`src/rtl/rpc2_ctrl_dpram_fifo_ctrl_if.sv`:
```
// Valid/ready handshake bundle for the write and read sides of the
// DPRAM-backed FIFO controller. The controller takes the slave view.
interface rpc2_ctrl_dpram_fifo_if #(
    parameter int DATA_WIDTH = 16
);
    logic                  wr_valid;
    logic                  wr_ready;
    logic [DATA_WIDTH-1:0] wr_data;
    logic                  rd_valid;
    logic                  rd_ready;
    logic [DATA_WIDTH-1:0] rd_data;

    modport master (
        output wr_valid, wr_data, rd_ready,
        input  wr_ready, rd_valid, rd_data
    );

    modport slave (
        input  wr_valid, wr_data, rd_ready,
        output wr_ready, rd_valid, rd_data
    );
endinterface

```
`src/rtl/rpc2_ctrl_dpram_fifo_ctrl.sv`:
```
// First-word-fall-through FIFO controller wrapped around a dual-port RAM
// with a registered read port. The RAM output register doubles as the head
// register, so capacity is D words in the RAM plus one on the output.
module rpc2_ctrl_dpram_fifo_ctrl #(
    parameter int FIFO_ADDR_BITS  = 3,
    parameter int FIFO_DATA_WIDTH = 16
) (
    input  logic                       clk,
    input  logic                       reset,
    input  logic                       flush,
    rpc2_ctrl_dpram_fifo_if.slave      fifo,
    output logic [FIFO_ADDR_BITS:0]    count,
    output logic                       ram_ceia_n,
    output logic [FIFO_ADDR_BITS-1:0]  ram_ia,
    output logic [FIFO_DATA_WIDTH-1:0] ram_idata,
    output logic                       ram_cejb_n,
    output logic [FIFO_ADDR_BITS-1:0]  ram_jb,
    input  logic [FIFO_DATA_WIDTH-1:0] ram_odata
);

    localparam logic [FIFO_ADDR_BITS:0]   DEPTH     = {1'b1, {FIFO_ADDR_BITS{1'b0}}};
    localparam logic [FIFO_ADDR_BITS:0]   WORDS_ONE = (FIFO_ADDR_BITS+1)'(1);
    localparam logic [FIFO_ADDR_BITS-1:0] PTR_ONE   = FIFO_ADDR_BITS'(1);

    logic [FIFO_ADDR_BITS-1:0] wptr;
    logic [FIFO_ADDR_BITS-1:0] rptr;
    logic [FIFO_ADDR_BITS:0]   ram_words;
    logic                      rd_valid_q;

    logic wr_ready;
    logic wr_fire;
    logic rd_fire;
    logic rd_issue;

    // Handshake decode: writes stop when the RAM is full, reads are issued
    // whenever a stored word exists and the output slot is free or draining.
    // Only words committed at an earlier edge are counted in ram_words, so a
    // word can never be read in the cycle it is written.
    always_comb begin
        wr_ready = !reset && !flush && (ram_words != DEPTH);
        wr_fire  = fifo.wr_valid && wr_ready;
        rd_fire  = rd_valid_q && fifo.rd_ready;
        rd_issue = !reset && !flush && (ram_words != '0) && (!rd_valid_q || fifo.rd_ready);
    end

    // RAM port drive and consumer-side outputs; read data comes straight
    // from the RAM output register, which holds while port B is disabled.
    always_comb begin
        ram_ceia_n    = !wr_fire;
        ram_ia        = wptr;
        ram_idata     = fifo.wr_data;
        ram_cejb_n    = !rd_issue;
        ram_jb        = rptr;
        fifo.wr_ready = wr_ready;
        fifo.rd_valid = rd_valid_q;
        fifo.rd_data  = ram_odata;
        count         = ram_words + {{FIFO_ADDR_BITS{1'b0}}, rd_valid_q};
    end

    // Pointer, occupancy and head-valid state; flush empties the FIFO at the
    // edge, and any head taken during the flush cycle is still a transfer.
    always_ff @(posedge clk or posedge reset) begin
        if (reset) begin
            wptr       <= '0;
            rptr       <= '0;
            ram_words  <= '0;
            rd_valid_q <= 1'b0;
        end else if (flush) begin
            wptr       <= '0;
            rptr       <= '0;
            ram_words  <= '0;
            rd_valid_q <= 1'b0;
        end else begin
            if (wr_fire) begin
                wptr <= wptr + PTR_ONE;
            end
            if (rd_issue) begin
                rptr <= rptr + PTR_ONE;
            end
            if (wr_fire && !rd_issue) begin
                ram_words <= ram_words + WORDS_ONE;
            end else if (!wr_fire && rd_issue) begin
                ram_words <= ram_words - WORDS_ONE;
            end
            rd_valid_q <= rd_issue || (rd_valid_q && !rd_fire);
        end
    end

endmodule

```
`src/flat_wrapper.sv`:
```
// flat-port wrapper written by rule: the top's interface ports become plain ports
module rpc2_ctrl_dpram_fifo_ctrl_flat 
#(
    parameter int FIFO_ADDR_BITS  = 3,
    parameter int FIFO_DATA_WIDTH = 16
)
  (clk, reset, flush, count, ram_ceia_n, ram_ia, ram_idata, ram_cejb_n, ram_jb, ram_odata, fifo_wr_valid, fifo_wr_data, fifo_rd_ready, fifo_wr_ready, fifo_rd_valid, fifo_rd_data);
  rpc2_ctrl_dpram_fifo_if #(.DATA_WIDTH((16))) fifo_i ();
  input  logic clk;
  input  logic reset;
  input  logic flush;
  output logic [FIFO_ADDR_BITS:0] count;
  output logic ram_ceia_n;
  output logic [FIFO_ADDR_BITS-1:0] ram_ia;
  output logic [FIFO_DATA_WIDTH-1:0] ram_idata;
  output logic ram_cejb_n;
  output logic [FIFO_ADDR_BITS-1:0] ram_jb;
  input  logic [FIFO_DATA_WIDTH-1:0] ram_odata;
  input wire logic [$bits(fifo_i.wr_valid)-1:0] fifo_wr_valid;
  input wire logic [$bits(fifo_i.wr_data)-1:0] fifo_wr_data;
  input wire logic [$bits(fifo_i.rd_ready)-1:0] fifo_rd_ready;
  output wire logic [$bits(fifo_i.wr_ready)-1:0] fifo_wr_ready;
  output wire logic [$bits(fifo_i.rd_valid)-1:0] fifo_rd_valid;
  output wire logic [$bits(fifo_i.rd_data)-1:0] fifo_rd_data;
  assign fifo_i.wr_valid = fifo_wr_valid;
  assign fifo_i.wr_data = fifo_wr_data;
  assign fifo_i.rd_ready = fifo_rd_ready;
  assign fifo_wr_ready = fifo_i.wr_ready;
  assign fifo_rd_valid = fifo_i.rd_valid;
  assign fifo_rd_data = fifo_i.rd_data;
  rpc2_ctrl_dpram_fifo_ctrl #(.FIFO_ADDR_BITS(FIFO_ADDR_BITS), .FIFO_DATA_WIDTH(FIFO_DATA_WIDTH)) u_core (.clk(clk), .reset(reset), .flush(flush), .fifo(fifo_i), .count(count), .ram_ceia_n(ram_ceia_n), .ram_ia(ram_ia), .ram_idata(ram_idata), .ram_cejb_n(ram_cejb_n), .ram_jb(ram_jb), .ram_odata(ram_odata));
endmodule
```
`config.mk`:
```
export PLATFORM = sky130hd
export DESIGN_NAME = rpc2_ctrl_dpram_fifo_ctrl_flat
export DESIGN_NICKNAME = d
export VERILOG_FILES = /design/src/rtl/rpc2_ctrl_dpram_fifo_ctrl_if.sv /design/src/rtl/rpc2_ctrl_dpram_fifo_ctrl.sv /design/src/flat_wrapper.sv
export SDC_FILE = /design/constraint.sdc
export NUM_CORES = 1
export LEC_CHECK = 0
export ABC_AREA = 1
export CORE_MARGIN = 2
export CORE_UTILIZATION = 36
export DETAILED_ROUTE_END_ITERATION = 8
export GPL_ROUTABILITY_DRIVEN = 0
export PLACE_DENSITY_LB_ADDON = 0.05
export SYNTH_ARGS = -nofsm -noshare
export SYNTH_HDL_FRONTEND = slang
export SYNTH_SLANG_ARGS = --single-unit
```
`constraint.sdc`:
```
create_clock -name clk -period 5.56 [get_ports clk]
set_input_delay 1.112 -clock clk [delete_from_list [all_inputs] [get_ports clk]]
set_output_delay 1.112 -clock clk [all_outputs]
set_load 0.02 [all_outputs]
```
==> flow_summary.rst <==
.. list-table::
   :header-rows: 1

   * - Metric
     - Value
   * - Drt first pass iters
     - 4
   * - Portion of the post-synthesis area used by sequential elements
     - 26.1%
   * - CTS sink count
     - 11
   * - Startpoint of the worst-slack reg-to-reg timing path
     - u_core.ram_words[0]$_DFFE_PP0P_
   * - Number of max-cap violations
     - 0
   * - Starting DRT DRC Count
     - 14
   * - Setup TNS
     - 0 ns
   * - Vias per cell
     - about 4.7
   * - Max-slew violation count
     - 0
   * - Worst Path Max Fanout
     - 12
   * - Startpoint kind of the worst setup timing path
     - primary input
   * - Kind of critical path
     - primary input to primary output
   * - Mean post-synth cell area
     - between 8 and 9 sq um
   * - Post-synthesis cell count
     - 122
   * - Initial Util
     - 37.9%
   * - Post-layout utilization of the core
     - between 30% and 40%
   * - Hold-fix buffers at CTS
     - 0
   * - Pin count of the biggest net entering global routing
     - 13
   * - Total grt overflow
     - 0
   * - Longest Clk Path Bufs
     - 2
   * - Count of antenna-violating nets left after detailed routing
     - 0
   * - IO buf count
     - 18
   * - Flops & latches, synth
     - 11
   * - Share of layout cells above drive strength 1
     - 19.6%
   * - Hold Startpoint
     - u_core.ram_jb[2]$_DFFE_PP0P_
   * - Setup repair after global routing missed its margin
     - no
   * - Cell at the root of the clock tree
     - sky130_fd_sc_hd__clkbuf_4
   * - Remaining max-slew budget at the tightest pin
     - 65.9%
   * - Kind of capture point of the worst setup path
     - primary output
   * - Post-detail-place hpwl
     - 1540 microns
   * - Min Clock Period, post-route
     - 4.01 ns
   * - Io pins
     - between 80 and 90
   * - Number of global-route vias before repair
     - roughly 730
   * - DRC violations left
     - 0
   * - Core Region
     - 2780 sq um
   * - Clock buffers created by TritonCTS
     - 3
   * - Commonest non-fill, non-tap cells in the layout
     - sky130_fd_sc_hd__nand2_1 (18), sky130_fd_sc_hd__clkdlybuf4s50_1 (18), sky130_fd_sc_hd__dfrtp_1 (11)
   * - Routed via count
     - 677
   * - Series of cell instances along the critical path
     - clkdlybuf4s50_1 > inv_1 > nand2_4 > a21oi_4 > clkdlybuf4s50_1
   * - CTS tree
     - built
   * - Number of fill cells in the layout
     - 300
   * - Share of the clock period used by the worst path
     - between 70% and 80%
   * - Row cnt
     - 19
   * - Die Ht
     - 58.1 microns
   * - Most frequent cell on the critical path
     - sky130_fd_sc_hd__clkdlybuf4s50_1
   * - Mapped cell area
     - ~1100 sq um
   * - Warning count from the yosys run
     - 0
   * - Slew of the pin with the lowest slew margin
     - 0.510 ns
   * - Area used by sequential logic in the layout
     - 275 sq um
   * - Endpoint arrival time on the critical path
     - a little under 3 ns
   * - Worst hold path cell count
     - 1
   * - H-tree depth
     - 1
   * - Routed wire length
     - approximately 1900 microns
   * - Footprint of the multi-input gates
     - about 500 sq um
   * - Number of antenna violations at the first check in global routing
     - 0
   * - Setup-violating endpoint count in the final report
     - 0
   * - Number of hold-slack violations in the final timing report
     - 0
   * - Crit-path slowest cell
     - sky130_fd_sc_hd__clkdlybuf4s50_1
   * - CP Data Required Time
     - 4.45 ns
   * - Insertion delay to the later sink of the worst-skew pair
     - 0.26 ns
   * - Post-CTS repair timing setup buffer count
     - 0
   * - Net count after synthesis
     - between 150 and 200
   * - GRT Resource Usage Total
     - about an eighth
   * - Register-to-register setup slack
     - approximately 3.5 ns
   * - Final instance count without filler cells
     - around 140
   * - Resize count post-CTS
     - 0
   * - Number of diodes
     - 0
   * - Leak pwr
     - 0.493 nW
   * - Die width
     - 58.1 microns
   * - Number of nets in the final layout
     - 157
   * - Number of distinct library cells after synthesis
     - 22
   * - Worst path max stage delay
     - roughly 0.64 ns
   * - Global-route wire length before repair
     - 3480 microns
   * - Worst min-delay path endpoint
     - u_core.ram_jb[2]$_DFFE_PP0P_
   * - Power per cell area
     - between 300 and 400 nW/um^2
   * - DIE AREA
     - 3380 sq um
   * - Reg-to-reg critical path endpoint
     - u_core.ram_words[3]$_DFFE_PP0P_
   * - Total power consumption of the routed design
     - 0.000413 W
   * - Clock tree skew after final layout
     - ~0.0064 ns
   * - Worst IR drop on VDD
     - around 0.00020 V
   * - Run status
     - finished, final reports clean
   * - Kind of path behind the tightest hold check
     - flip-flop to flip-flop
   * - Area delta synth->final
     - 0.475%
   * - Clock transition at the register clock pins on the worst setup and hold paths after CTS
     - around 0.060 ns
   * - Max Freq
     - 249 MHz
   * - Routed wire length per instance
     - roughly 13 microns
   * - Worst r2r path cells
     - 11
   * - Placed Cells
     - between 100 and 150
[power by group]
group           total, W  internal, W  switching [W]  leakage (nW)
clock network  0.0000531    0.0000277      0.0000254        0.0150
registers       0.000126    0.0000965      0.0000298         0.149
logic           0.000234    0.0000985       0.000135         0.329
[final cells by class]
cell class | instances | area share (%)
tap | 31 | 3.66
inverter | 9 | 3.19
multi-input combinational | 70 | 47.7
timing repair buffer | 18 | 17.0
sequential | 11 | 26.0
clock buffer | 4 | 2.48
[worst max-delay path: cells and delay by family]
family                 cells  cell delay, ns
AO/OA/AOI/OAI              1            0.20
buffers and inverters      3            1.47
AND/OR/NAND/NOR            1            0.12
[kinds of logic (layout without fill, tap and decap cells)]
group	count (synthesis)	after routing	share of synthesized area [%]
flip-flops	11	11	26.1
buffers and inverters	41	31	26.0
adder cells (fa/ha/maj)	7	7	9.02
XOR/XNOR	6	6	4.98
AND/OR/NAND/NOR	51	51	29.4
AO/OA/AOI/OAI	6	6	4.51
[routing by layer]
metal	up-vias	routed length (microns)	GRT usage, %
met5	-	0	0
met4	0	34	7.64
met3	10	135	2.90
met2	20	832	18.2
met1	305	920	18.6
li1	342	-	-
[flip-flops by register name, indices dropped and copies added, names as in the netlist]
register,cells
u_core.ram_words,4
u_core.ram_ia,3
u_core.ram_jb,3
u_core.fifo.rd_valid,1
[how the worst max path moves through the flow]
stage / from / endpoint / slack (ns)
3_5_place_dp: reset / fifo_wr_ready / 1.50
6_report: reset / fifo_wr_ready / 1.55
2_1_floorplan: reset / u_core.ram_words[3]$_DFFE_PP0P_ / 2.68
5_1_grt: reset / fifo_wr_ready / 1.39
4_1_cts: reset / fifo_wr_ready / 1.50
3_3_place_gp: reset / fifo_wr_ready / 1.53
[metrics by stage]
stage / instance area (sq um) / hold WS (ns) / setup slack (ns)
final: 1060 / 0.470 / 1.55
after global routing: 1060 / 0.524 / 1.39
after CTS: 1060 / 0.477 / 1.50
after detailed placement: 1030 / 0.460 / 1.50
after global placement: 1030 / 0.475 / 1.53
after floorplan: 1050 / 0.575 / 2.68
[synthesized netlist by cell type]
cell / n / area [sq um]
sky130_fd_sc_hd__o31ai_1: 1 / 7.51
sky130_fd_sc_hd__nand3_4: 2 / 35.0
sky130_fd_sc_hd__nand4_1: 4 / 25.0
sky130_fd_sc_hd__ha_1: 6 / 75.1
sky130_fd_sc_hd__buf_4: 32 / 240
sky130_fd_sc_hd__nand2_4: 4 / 45.0
sky130_fd_sc_hd__inv_2: 3 / 11.3
sky130_fd_sc_hd__o21ai_2: 1 / 8.76
sky130_fd_sc_hd__nand2_2: 1 / 6.26
sky130_fd_sc_hd__nand3_1: 9 / 45.0
sky130_fd_sc_hd__dfrtp_1: 11 / 275
sky130_fd_sc_hd__nor2_1: 6 / 22.5
sky130_fd_sc_hd__fa_1: 1 / 20.0
sky130_fd_sc_hd__nor2_4: 4 / 45.0
sky130_fd_sc_hd__inv_1: 6 / 22.5
sky130_fd_sc_hd__xor2_1: 4 / 35.0
sky130_fd_sc_hd__nand2_1: 18 / 67.6
sky130_fd_sc_hd__a21oi_1: 2 / 10.0
sky130_fd_sc_hd__nor2_2: 3 / 18.8
sky130_fd_sc_hd__a21oi_4: 1 / 16.3
sky130_fd_sc_hd__xnor2_1: 2 / 17.5
sky130_fd_sc_hd__o21ai_1: 1 / 5.00
(Power assumes the default switching activity.)
